**src/rtl/run_det_pkg.sv**
```systemverilog
// Shared encodings for the run-length detector: configuration modes, FSM
// states and the polarity qualification helper used by the detector core.
package run_det_pkg;

  typedef enum logic [1:0] {
    MODE_EITHER = 2'b00,
    MODE_ONES   = 2'b01,
    MODE_ZEROS  = 2'b10,
    MODE_OFF    = 2'b11
  } mode_t;

  typedef enum logic {
    ST_IDLE = 1'b0,
    ST_RUN  = 1'b1
  } state_t;

  // True when a run of polarity b may raise a detection under mode m.
  function automatic logic polarity_ok(input mode_t m, input logic b);
    logic ok;
    case (m)
      MODE_EITHER: ok = 1'b1;
      MODE_ONES:   ok = b;
      MODE_ZEROS:  ok = ~b;
      default:     ok = 1'b0;
    endcase
    return ok;
  endfunction

endpackage

```
**src/rtl/run_length_detector_if.sv**
```systemverilog
// Bundle of the detector's configuration, stream and status signals.
// master drives the stream and configuration; slave is the detector.
interface run_length_detector_if #(
  parameter int RL_W  = 4,
  parameter int CNT_W = 16
);

  logic             en;
  logic             inp;
  logic             clr;
  logic [RL_W-1:0]  run_len;
  logic [1:0]       mode;
  logic             overlap;
  logic             outp;
  logic             outp_bit;
  logic [CNT_W-1:0] det_count;
  logic             sat;

  modport master (
    output en, inp, clr, run_len, mode, overlap,
    input  outp, outp_bit, det_count, sat
  );

  modport slave (
    input  en, inp, clr, run_len, mode, overlap,
    output outp, outp_bit, det_count, sat
  );

endinterface

```
**src/rtl/sat_counter.sv**
```systemverilog
// Parametrised-width up counter that sticks at all-ones. sat is sticky and
// rises on the increment that lands the count on all-ones; clr clears both.
module sat_counter #(
  parameter int W = 16
) (
  input  logic         clk,
  input  logic         rst,
  input  logic         clr,
  input  logic         inc,
  output logic [W-1:0] count,
  output logic         sat
);

  localparam logic [W-1:0] TOP = '1;

  // Count qualified increments until the all-ones ceiling is reached.
  always_ff @(posedge clk or posedge rst) begin
    if (rst) begin
      count <= '0;
      sat   <= 1'b0;
    end else if (clr) begin
      count <= '0;
      sat   <= 1'b0;
    end else if (inc && (count != TOP)) begin
      count <= count + W'(1);
      if (count == (TOP - W'(1))) begin
        sat <= 1'b1;
      end
    end
  end

endmodule

```
**src/rtl/run_length_detector.sv**
```systemverilog
// Serial-bit run detector: flags run_len consecutive equal bits on a
// qualified 1-bit stream, with polarity selection, overlapping or restarting
// detection, and a saturating detection counter.
module run_length_detector
  import run_det_pkg::*;
#(
  parameter int MAX_RUN = 8,
  parameter int RL_W    = 4,
  parameter int CNT_W   = 16
) (
  input  logic                 clk,
  input  logic                 rst,
  run_length_detector_if.slave bus
);

  localparam logic [RL_W-1:0] MAX_LEN = RL_W'(MAX_RUN);
  localparam logic [RL_W-1:0] MIN_LEN = RL_W'(2);

  // Bring the requested run length into the supported 2..MAX_RUN window.
  function automatic logic [RL_W-1:0] clamp_len(input logic [RL_W-1:0] req);
    logic [RL_W-1:0] len;
    if (req < MIN_LEN) begin
      len = MIN_LEN;
    end else if (req > MAX_LEN) begin
      len = MAX_LEN;
    end else begin
      len = req;
    end
    return len;
  endfunction

  // Extend the run length by one, holding at MAX_RUN on very long runs.
  function automatic logic [RL_W-1:0] sat_incr(input logic [RL_W-1:0] cnt);
    logic [RL_W-1:0] nxt;
    if (cnt >= MAX_LEN) begin
      nxt = MAX_LEN;
    end else begin
      nxt = cnt + RL_W'(1);
    end
    return nxt;
  endfunction

  state_t          state;
  state_t          state_nxt;
  logic [RL_W-1:0] run_cnt;
  logic [RL_W-1:0] run_cnt_nxt;
  logic [RL_W-1:0] run_len_eff;
  logic [RL_W-1:0] run_ext;
  logic            last_bit;
  logic            last_bit_nxt;
  logic            hit;

  // Next-state and hit decode: clr wins over en, en=0 freezes the run.
  always_comb begin
    state_nxt    = state;
    run_cnt_nxt  = run_cnt;
    last_bit_nxt = last_bit;
    hit          = 1'b0;
    run_len_eff  = clamp_len(bus.run_len);
    run_ext      = sat_incr(run_cnt);

    if (bus.clr) begin
      state_nxt   = ST_IDLE;
      run_cnt_nxt = '0;
    end else if (bus.en) begin
      if (state == ST_IDLE) begin
        state_nxt    = ST_RUN;
        run_cnt_nxt  = RL_W'(1);
        last_bit_nxt = bus.inp;
      end else if (bus.inp != last_bit) begin
        run_cnt_nxt  = RL_W'(1);
        last_bit_nxt = bus.inp;
      end else begin
        // A run in a disallowed polarity keeps counting but never hits.
        hit = (run_ext >= run_len_eff) &&
              polarity_ok(mode_t'(bus.mode), bus.inp);
        if (hit && !bus.overlap) begin
          state_nxt   = ST_IDLE;
          run_cnt_nxt = '0;
        end else begin
          run_cnt_nxt = run_ext;
        end
      end
    end
  end

  // Run-tracking state register.
  always_ff @(posedge clk or posedge rst) begin
    if (rst) begin
      state    <= ST_IDLE;
      run_cnt  <= '0;
      last_bit <= 1'b0;
    end else begin
      state    <= state_nxt;
      run_cnt  <= run_cnt_nxt;
      last_bit <= last_bit_nxt;
    end
  end

  // One-cycle detection pulse and the polarity of the run that caused it.
  always_ff @(posedge clk or posedge rst) begin
    if (rst) begin
      bus.outp     <= 1'b0;
      bus.outp_bit <= 1'b0;
    end else begin
      bus.outp <= hit;
      if (hit) begin
        bus.outp_bit <= bus.inp;
      end
    end
  end

  sat_counter #(
    .W (CNT_W)
  ) u_det_cnt (
    .clk   (clk),
    .rst   (rst),
    .clr   (bus.clr),
    .inc   (hit),
    .count (bus.det_count),
    .sat   (bus.sat)
  );

endmodule

```
**src/flat_wrapper.sv**
```systemverilog
// flat-port wrapper written by rule: the top's interface ports become plain ports
module run_length_detector_flat import run_det_pkg::*;
#(
  parameter int MAX_RUN = 8,
  parameter int RL_W    = 4,
  parameter int CNT_W   = 16
)
  (clk, rst, bus_en, bus_inp, bus_clr, bus_run_len, bus_mode, bus_overlap, bus_outp, bus_outp_bit, bus_det_count, bus_sat);
  run_length_detector_if #(.RL_W(RL_W), .CNT_W(CNT_W)) bus_i ();
  input  logic clk;
  input  logic rst;
  input wire logic [$bits(bus_i.en)-1:0] bus_en;
  input wire logic [$bits(bus_i.inp)-1:0] bus_inp;
  input wire logic [$bits(bus_i.clr)-1:0] bus_clr;
  input wire logic [$bits(bus_i.run_len)-1:0] bus_run_len;
  input wire logic [$bits(bus_i.mode)-1:0] bus_mode;
  input wire logic [$bits(bus_i.overlap)-1:0] bus_overlap;
  output wire logic [$bits(bus_i.outp)-1:0] bus_outp;
  output wire logic [$bits(bus_i.outp_bit)-1:0] bus_outp_bit;
  output wire logic [$bits(bus_i.det_count)-1:0] bus_det_count;
  output wire logic [$bits(bus_i.sat)-1:0] bus_sat;
  assign bus_i.en = bus_en;
  assign bus_i.inp = bus_inp;
  assign bus_i.clr = bus_clr;
  assign bus_i.run_len = bus_run_len;
  assign bus_i.mode = bus_mode;
  assign bus_i.overlap = bus_overlap;
  assign bus_outp = bus_i.outp;
  assign bus_outp_bit = bus_i.outp_bit;
  assign bus_det_count = bus_i.det_count;
  assign bus_sat = bus_i.sat;
  run_length_detector #(.MAX_RUN(MAX_RUN), .RL_W(RL_W), .CNT_W(CNT_W)) u_core (.clk(clk), .rst(rst), .bus(bus_i));
endmodule
```
**config.mk**
```make
export PLATFORM = sky130hd
export DESIGN_NAME = run_length_detector_flat
export DESIGN_NICKNAME = d
export VERILOG_FILES = /design/src/rtl/run_det_pkg.sv /design/src/rtl/run_length_detector_if.sv /design/src/rtl/sat_counter.sv /design/src/rtl/run_length_detector.sv /design/src/flat_wrapper.sv
export SDC_FILE = /design/constraint.sdc
export NUM_CORES = 1
export LEC_CHECK = 0
export BUFFER_PORTS_ARGS = -buffer_cell sky130_fd_sc_hd__buf_2
export CORE_ASPECT_RATIO = 1.1
export CORE_MARGIN = 2
export CORE_UTILIZATION = 34
export CTS_CLUSTER_SIZE = 12
export DETAILED_ROUTE_END_ITERATION = 10
export GPL_TIMING_DRIVEN = 0
export MAX_ROUTING_LAYER = met4
export PLACE_DENSITY_LB_ADDON = 0.1
export SYNTH_ARGS = -nofsm -noshare
export SYNTH_HDL_FRONTEND = slang
export SYNTH_SLANG_ARGS = --single-unit
```
**constraint.sdc**
```tcl
create_clock -name clk -period 3.4 [get_ports clk]
set_input_delay 0.17 -clock clk [delete_from_list [all_inputs] [get_ports clk]]
set_output_delay 0.17 -clock clk [all_outputs]
set_load 0.03 [all_outputs]
```
=== After elaboration in Yosys (flattened, before gate mapping) ===
Cells that the tools add are included.

* Register bits after elaboration: 25
* Bits in latches: 0
* Bits in writable memories: 0
* Memory bits (read-only): 0
* Output and inout bits: 19
* Memories kept: 0

* Add/subtract/negate cells: 2
* $mul: 0
* Div/mod/pow operators: 0
* $lt $le $gt $ge: 4
* Eq/ne operators: 6
* Shifts and indexed selects: 0
* Mux-type cells: 29
* Bitwise logic cells: 2
* Reduce and logical (&&, ||, !) cells: 10

{| class="wikitable"
|+ Operators with widths
! kind !! count
|-
| 16-bit two-way mux || 2
|-
| 4-bit two-way mux || 8
|-
| 1-bit two-way mux || 18
|-
| 16-bit by 1-bit adder with 16-bit output (second input constant) || 1
|-
| 16-bit equality test (second input constant) || 1
|-
| 16-bit inequality test (second input constant) || 1
|-
| 2-bit nonzero test || 3
|-
| 4-bit by 1-bit adder with 4-bit output (second input constant) || 1
|-
| 4-bit greater-or-equal comparator || 1
|-
| 4-bit greater-or-equal comparator (second input constant) || 1
|-
| 4-bit greater-than comparator (second input constant) || 1
|-
| 4-bit by 2-bit < comparator with 1-bit output (second input constant) || 1
|-
| 1-bit logical AND || 3
|-
| 1-bit case mux with 3 select lines || 1
|-
| 3-bit AND reduction || 1
|-
| 2-bit by 1-bit equality test with 1-bit output (second input constant) || 1
|-
| 2-bit equality test (second input constant) || 1
|-
| 2-bit zero test || 1
|-
| 2-bit inequality test (second input constant) || 1
|-
| 1-bit NOT || 2
|-
| 2-bit AND reduction || 1
|-
| 1-bit zero test || 1
|-
| 1-bit inequality test || 1
|}

=== Depth between registers and ports, before layout ===
Gate-level depths: netlist of the first run.

* Depth in word-level cells: 14
* Mapped depth: 11

=== By module ===
From an unflattened synthesis of the first run, not the netlist that was laid out.

* Cell total of the unflattened synthesis: 156
* Area total of the unflattened synthesis: 1495.2 µm²

{| class="wikitable"
|+ Modules (own cells, without submodules)
! module !! instances !! cells each !! area an instance (µm²) !! sequential area each (µm²)
|-
| sat_counter || 1 || 104 || 973.4 || 425.4
|-
| run_length_detector || 1 || 52 || 521.8 || 200.2
|}

=== Worst setup path before layout of the first run ===
No wires, ideal clock.

* Kind: register -> register
* From: register u_core.run_cnt[0]
* To: register u_core.u_det_cnt.count[15]
* Setup time: 125 ps
* Data arrival time: 2508 ps
* Data required time: 3275 ps
* Setup slack: 767 ps
* Cell stages (with the launch flop): 11
* Path buffers: 1
* Clock period less this slack: 2633 ps
* Cells stage by stage: dfrtp_1 -> inv_1 -> ha_1 -> nor2b_1 -> ha_1 -> a2111oi_2 -> a2111oi_4 -> and2_0 -> clkbuf_2 -> and4_1 -> mux2_2

* Cells in the longest elaborated chain, start to end: 10

{| class="wikitable"
|+ RTL lines
! item !! line !! RTL
|-
| start, declared || run_length_detector.sv:45 || <nowiki>logic [RL_W-1:0] run_cnt;</nowiki>
|-
| start signal, assigned || run_length_detector.sv:95 || <nowiki>run_cnt <= run_cnt_nxt;</nowiki>
|-
| 4-bit by 1-bit adder with 4-bit output / 4-bit greater-or-equal comparator (equally long branches) || run_length_detector.sv:38, run_length_detector.sv:35 ||
|-
| 4-bit two-way mux (*) || run_length_detector.sv:35 || <nowiki>if (cnt >= MAX_LEN) begin</nowiki>
|-
| 4-bit greater-or-equal comparator (*) || run_length_detector.sv:75 || <nowiki>hit = (run_ext >= run_len_eff) &&</nowiki>
|-
| 1-bit logical AND (*) || run_length_detector.sv:75 ||
|-
| 1-bit two-way mux (*) || run_length_detector.sv:70 || <nowiki>end else if (bus.inp != last_bit) begin</nowiki>
|-
| 1-bit two-way mux (*) || run_length_detector.sv:66 || <nowiki>if (state == ST_IDLE) begin</nowiki>
|-
| 1-bit two-way mux (*) || run_length_detector.sv:65 || <nowiki>end else if (bus.en) begin</nowiki>
|-
| 1-bit two-way mux (*) || run_length_detector.sv:62 || <nowiki>if (bus.clr) begin</nowiki>
|-
| net u_core.hit || run_length_detector.sv:51 || <nowiki>logic hit;</nowiki>
|-
| 1-bit logical AND (*) || sat_counter.sv:24 || <nowiki>end else if (inc && (count != TOP)) begin</nowiki>
|-
| 2-bit nonzero test (no source line) (*) || - ||
|-
| end signal, assigned || sat_counter.sv:25 || <nowiki>count <= count + W'(1);</nowiki>
|-
| end, declared || sat_counter.sv:10 || <nowiki>output logic [W-1:0] count,</nowiki>
|}

Mark *: on every way through the listed nets, which the timed path passes. The rest lies on a longest branch.
A chain may end at the register's enable or synchronous reset.

=== Final worst setup path of the first run ===
Ends and elaborated chain as after synthesis.

==> results.md, run 1 <==
* Leak pwr at 0.879 nW
* Final period utilization at 0.870
* Pint at about 0.0004 W
* Vias per Instance at 5.21
* CP Data Required Time at 3560 ps
* Cell area after synthesis at 1480 um^2
* Setup tns final at 0 ps
* Clock power frac at 0.318
* Pre-CTS setup slack at 434 ps
* Root buffer cell: clkbuf_8
* Async SR Flop Fraction at 1.00
* I/O pin cnt at 31
* CTS H-tree depth at 1
* Clock-pin slew on the worst setup and hold paths at 80 ps
* Final wirelength at about 3300 um
* DR pass1 iterations at 6
* WS Path Type: flop to flop
* Worst-margin pin slew at approximately 950 ps
* Global route overflow at 0
* Worst Slack Setup Final at 440 ps
* Post-route ant nets at 0
* RSZ-0062 raised after global routing: no
* Max frequency at 338 MHz
* Final GP Congestion at 0.846
* Syn Nets at 170
* First-pass GRT wire length at 5800 um
* Initial antenna violation count at 0
* Max_cap viols at 0
* Clk_skew at 0.942 ps
* Hold WC Path Type: input port to async pin
* Clk sinks at 25
* Port buffer count at 29
* Setup violators final at 0
* CP max FO at 8
* # hold bufs at CTS at 0
* Crit. End Element: flop
* Slew margin rel. at 0.367
* Core ar. at about 4200 um^2
* VDD IR max at 0.000133 V
* Starting density of the core at 0.350
* Buffers inserted by post-CTS timing repair at 0
* Clock Path Buffers at 2
* Detailed-placement wirelength estimate at between 2000 and 3000 um
* 1st-iter DRT viols at 75
* CTS resizes at 0
* Share of post-route cells with drive strength above 1 at 0.235
* Clk_lat worst skew at approximately 260 ps
* CTS tree: built
* Antenna cells at 0
* Yosys reg bits at 25
* # DRC at 0
* Power per Cell Area at 314 nW/um^2
* Synthesis-to-layout area growth at 17.5%
* Status: finished, final reports clean
* Die W at 66.8 um
* Worst Path Arrival at 3110 ps
* Post-synth top flop: dfrtp_1
* Combinational share of power at 0.118
* Cell count after synthesis at 150
* Minimum clock period at about 3000 ps
* All-Layer GR Usage at 0.157
* Post-synth cell types at 40
* Synth Warn # at 0
* Post-synthesis sequential area ratio at 0.424
* Final slew viol count at 0
* Number of synthesized flops with an enable pin at 0
* Largest net degree at the start of global routing at 26
* Crit path launch type: flop
* Fin. Hold Viols at 0
* Row count at 25
* Switch Pwr at around 0.00013 W
* CTS buffer count at 3
* Switching Fraction at 0.245
* Hold WS at roughly 100 ps
* Vias in the first global route at roughly 1300
* Vias after detailed routing at about 1200
* Reg power frac at 0.564
* Die Span Y at 73.1 um
* Nets at ~200
* Die area at about 4900 um^2
* Synth Area per Inst at between 9 and 10 um^2
* Wire per inst at approximately 14 um
* Power Total at 0.000545 W
## state kept, by name, summed over array words and instances, names as in the netlist
signal	flops
u_core.u_det_cnt.sat	1
u_core.last_bit	1
u_core.bus.outp_bit	1
u_core.bus.outp	1
u_core.state	1
u_core.run_cnt	4
u_core.u_det_cnt.count	16
## routing by layer
metal  track usage  part of all wire  vias up
li1              -                 -      603
met1         0.199              0.46      607
met2         0.257              0.50       20
met3        0.0247             0.032        4
met4        0.0476            0.0097        0
met5             -                 0        -
## placed cells by master (no fill, tap or decap), types with 2 or more instances in the layout
cell      count
a32o_1        3
nand3_1       7
o21ai_0       5
nand3b_1      2
nand2_1       6
nor2b_1       4
buf_2        29
mux2i_1       3
a21o_1        2
clkbuf_1      4
dfrtp_1      25
and3_1        3
inv_1        11
and4_1        4
a21oi_1       5
a31o_2        2
nand4_1       6
ha_1          8
nand2b_1      2
xnor2_1       3
xor2_1        5
nor3_1        5
nor2_1       14
mux2_2        3
and2_1        3
clkbuf_8      3
## synth_stat cells (4+ instances only)
cell type,number,area share
ha_1,8,0.068
inv_1,11,0.028
o21ai_0,5,0.017
dfrtp_1,25,0.42
nand3_1,7,0.024
nand4_1,6,0.025
and4_1,4,0.024
a21oi_1,5,0.017
nand2_1,6,0.015
xor2_1,5,0.030
nor3_1,5,0.017
nor2_1,14,0.036
nor2b_1,4,0.017
## kinds of logic (layout without fill, tap and decap cells)
kind of cell | count (synthesis) | count (layout) | synth area share
compound gates | 25 | 25 | 0.138
flops | 25 | 25 | 0.424
buf+inv | 15 | 48 | 0.0390
simple gates | 63 | 63 | 0.241
fa+ha+maj | 8 | 8 | 0.0678
xor+xnor | 8 | 8 | 0.0475
mux | 6 | 6 | 0.0432
## final timing paths
check / startpoint / end / slack (ps) / cells past startpoint
hold reg to reg: u_core.u_det_cnt.count[12] / u_core.u_det_cnt.count[12] / 500 / 1
setup reg to reg: u_core.run_cnt[0] / u_core.u_det_cnt.count[15] / 440 / 11
hold / removal: rst / u_core.u_det_cnt.count[0] / 100 / 2
max in group asynchronous: rst / u_core.u_det_cnt.count[15] / 2720 / 2
setup / recovery: u_core.run_cnt[0] / u_core.u_det_cnt.count[15] / 440 / 11
min in group clk: bus_en / u_core.run_cnt[0] / 200 / 3
## power groups by stage
stage / sequential [W] / combinational (W) / clock, W
floorplan: 0.000317 / 0.0000395 / 0
global placement: 0.000313 / 0.0000633 / 0
detailed placement: 0.000313 / 0.0000654 / 0
CTS: 0.000307 / 0.0000657 / 0.000179
global route: 0.000308 / 0.0000725 / 0.000192
finish: 0.000307 / 0.0000641 / 0.000173
## stage by stage
stage | util | area (um^2) | std cells
final | 0.411 | 1730 | 237
after global routing | 0.411 | 1730 | 237
after CTS | 0.411 | 1730 | 237
after detailed placement | 0.400 | 1690 | 233
after global placement | 0.400 | 1690 | 233
after floorplan | - | 1480 | 150
## layout make-up
type                            count  area (um^2)
Buffer                              4         16.3
Clock buffer                        4         45.0
Fill cell                         437         2490
Inverter                           11         41.3
Multi-Input combinational cell    110          793
Sequential cell                    25          626
Tap cell                           54         67.6
Timing Repair Buffer               29          145
## critical path: stages, from the launching register on
cell,delay (ps)
dfrtp_1,430
ha_1,230
xnor2_1,120
nor2_1,180
ha_1,230
o21a_1,130
nor2_1,50
a2111oi_4,570
and2_0,200
clkbuf_2,170
and4_1,210
mux2_2,330
(Power assumes the default switching activity.)
==> run 2, diff against run 1 <==
--- a/config.mk
+++ b/config.mk
@@ -13,7 +13,7 @@
 export DETAILED_ROUTE_END_ITERATION = 10
 export GPL_TIMING_DRIVEN = 0
 export MAX_ROUTING_LAYER = met4
-export PLACE_DENSITY_LB_ADDON = 0.1
+export PLACE_DENSITY_LB_ADDON = 0.3
 export SYNTH_ARGS = -nofsm -noshare
 export SYNTH_HDL_FRONTEND = slang
 export SYNTH_SLANG_ARGS = --single-unit
==> run 2 against run 1 <==
Compared with the run above:
- total power increased by 1.7%
- via count decreased by 3.2%
- register-to-register slack improved by 50 ps
- clock-buffer cell count decreased by 1
- die area unchanged
- critical endpoint unchanged
- highest routed layer unchanged
==> results.md, run 2 (synthesis results as in run 1) <==
* Minimum clock period at ~2900 ps
* Final GP Congestion at roughly 0.81
* Largest register FFs at 16
* Antenna cells at 0
* Vias after detailed routing at between 1000 and 1500
* Core ar. at about 4200 um^2
* CTS resizes at 0
* Most frequent cells in the layout: 29 x buf_2, 25 x dfrtp_1, 14 x nor2_1
* Setup tns final at 0 ps
* Worst Path Arrival at 3080 ps
* Max_cap viols at 0
* Wire per inst at 13.4 um
* # DRC at 0
* Worst stage delay on the critical path at 570 ps
* Max frequency at 344 MHz
* Worst Slack Setup Final at 490 ps
* Port buffer count at 29
* Final period utilization at 0.856
* Worst path cell trace: ha_1, xnor2_1, nor2_1, ha_1, o21a_1, nor2_1, a2111oi_4, and2_0, clkbuf_2, and4_1, mux2_2
* Clock-pin slew on the worst setup and hold paths at 90 ps
* Status: finished, final reports clean
* Largest net degree at the start of global routing at 26
* Hold WS at 99.3 ps
* Slowest cell on the critical path: a2111oi_4
* I/O pin cnt at 31
* 1st-iter DRT viols at 34
* Fin. Hold Viols at 0
* Vias per Instance at just over 5
* # hold bufs at CTS at 0
* Synthesis-to-layout area growth at 17.7%
* All-Layer GR Usage at 0.148
* VDD IR max at approximately 0.00014 V
* Root buffer cell: clkbuf_8
* Largest registers: u_core.u_det_cnt.count x16, u_core.run_cnt x4
* Clk_skew at 5.61 ps
* Clock Path Buffers at 2
* CTS buffer count at 3
* Setup violators final at 0
* Final wirelength at 3170 um
* Detailed-placement wirelength estimate at roughly 2300 um
* Share of post-route cells with drive strength above 1 at 0.240
* CP max FO at 8
* Die Span Y at ~73 um
* Buffers inserted by post-CTS timing repair at 0
* Nets at 204
* Final slew viol count at 0
* Crit. End Element: flop
* Most common cell after layout, fill and taps aside: buf_2
* WS Path Type: flop to flop
* Starting density of the core at 0.350
* Clk sinks at 25
* Leak pwr at between 0.8 and 0.9 nW
* CTS tree: built
* Reg with most FFs: u_core.u_det_cnt.count
* Row count at 25
* First-pass GRT wire length at 5260 um
* Power per Cell Area at 319 nW/um^2
* Pre-CTS setup slack at approximately 460 ps
* Die W at 66.8 um
* Hold WC Path Type: input port to async pin
* Initial antenna violation count at 0
* Vias in the first global route at 1112
* CTS H-tree depth at 1
* Post-route ant nets at 0
* RSZ-0062 raised after global routing: no
* Global route overflow at 0
* DR pass1 iterations at 4
* Slew margin rel. at 0.366
* Die area at about 5000 um^2
* CP Data Required Time at approximately 3600 ps
* Worst-margin pin slew at 950 ps
* Crit path launch type: flop
* Clk_lat worst skew at 270 ps
==> run 2: cell count changes in the layout (fill, tap and decap cells not counted) <==
cell,change
clkbuf_1,-1
clkinvlp_4,+1
==> run 2: path summary, 6_finish.rpt <==
| path | from | endpoint | slack [ps] | depth (start not counted) |
|---|---|---|---|---|
| setup reg to reg | u_core.run_cnt[0] | u_core.u_det_cnt.count[15] | 490 | 11 |
| min in group clk | bus_en | u_core.state | 200 | 3 |
| max in group asynchronous | rst | u_core.run_cnt[0] | 2720 | 2 |
| hold / removal | rst | u_core.state | 100 | 2 |
| setup / recovery | u_core.run_cnt[0] | u_core.u_det_cnt.count[15] | 490 | 11 |
| hold reg to reg | u_core.u_det_cnt.count[12] | u_core.u_det_cnt.count[12] | 500 | 1 |
==> run 2: per-stage QoR <==
step | utilization | cell area [um^2] | power, W | cells
after detailed placement | 0.400 | 1690 | 0.000377 | 233
after global routing | 0.412 | 1740 | 0.000584 | 237
after global placement | 0.400 | 1690 | 0.000376 | 233
final | 0.412 | 1740 | 0.000554 | 237
after floorplan | - | 1480 | 0.000357 | 150
after CTS | 0.412 | 1740 | 0.000559 | 237
==> run 2: power by group <==
group	total [W]	leakage, nW	switching, W	internal [W]
registers	0.000307	0.344	0.00000404	0.000303
logic	0.0000627	0.513	0.0000385	0.0000241
clock network	0.000184	0.0217	0.000101	0.0000832
==> run 2: layout make-up <==
| type | count | area (um^2) |
|---|---|---|
| buffer | 4 | 16.3 |
| clock buffer | 3 | 41.3 |
| clock inverter | 1 | 7.51 |
| fill | 431 | 2480 |
| inverter | 11 | 41.3 |
| multi-input combinational | 110 | 793 |
| sequential | 25 | 626 |
| tap | 54 | 67.6 |
| timing repair buffer | 29 | 145 |
==> run 2: worst max-delay path, delay by kind of cell (launching register included) <==
kind	cells	cell delay, ps
adder cells (fa/ha/maj)	2	430
AO/OA/AOI/OAI	2	700
AND/OR/NAND/NOR	4	610
multiplexers	1	330
buffers and inverters	1	170
XOR/XNOR	1	130
flip-flops	1	430
==> run 2: metal layers <==
| metal | up-vias | GRT usage | share of wire |
|---|---|---|---|
| li1 | 601 | - | - |
| met1 | 559 | 0.194 | 0.48 |
| met2 | 29 | 0.231 | 0.45 |
| met3 | 5 | 0.0185 | 0.050 |
| met4 | 0 | 0.0612 | 0.017 |
| met5 | - | - | 0 |
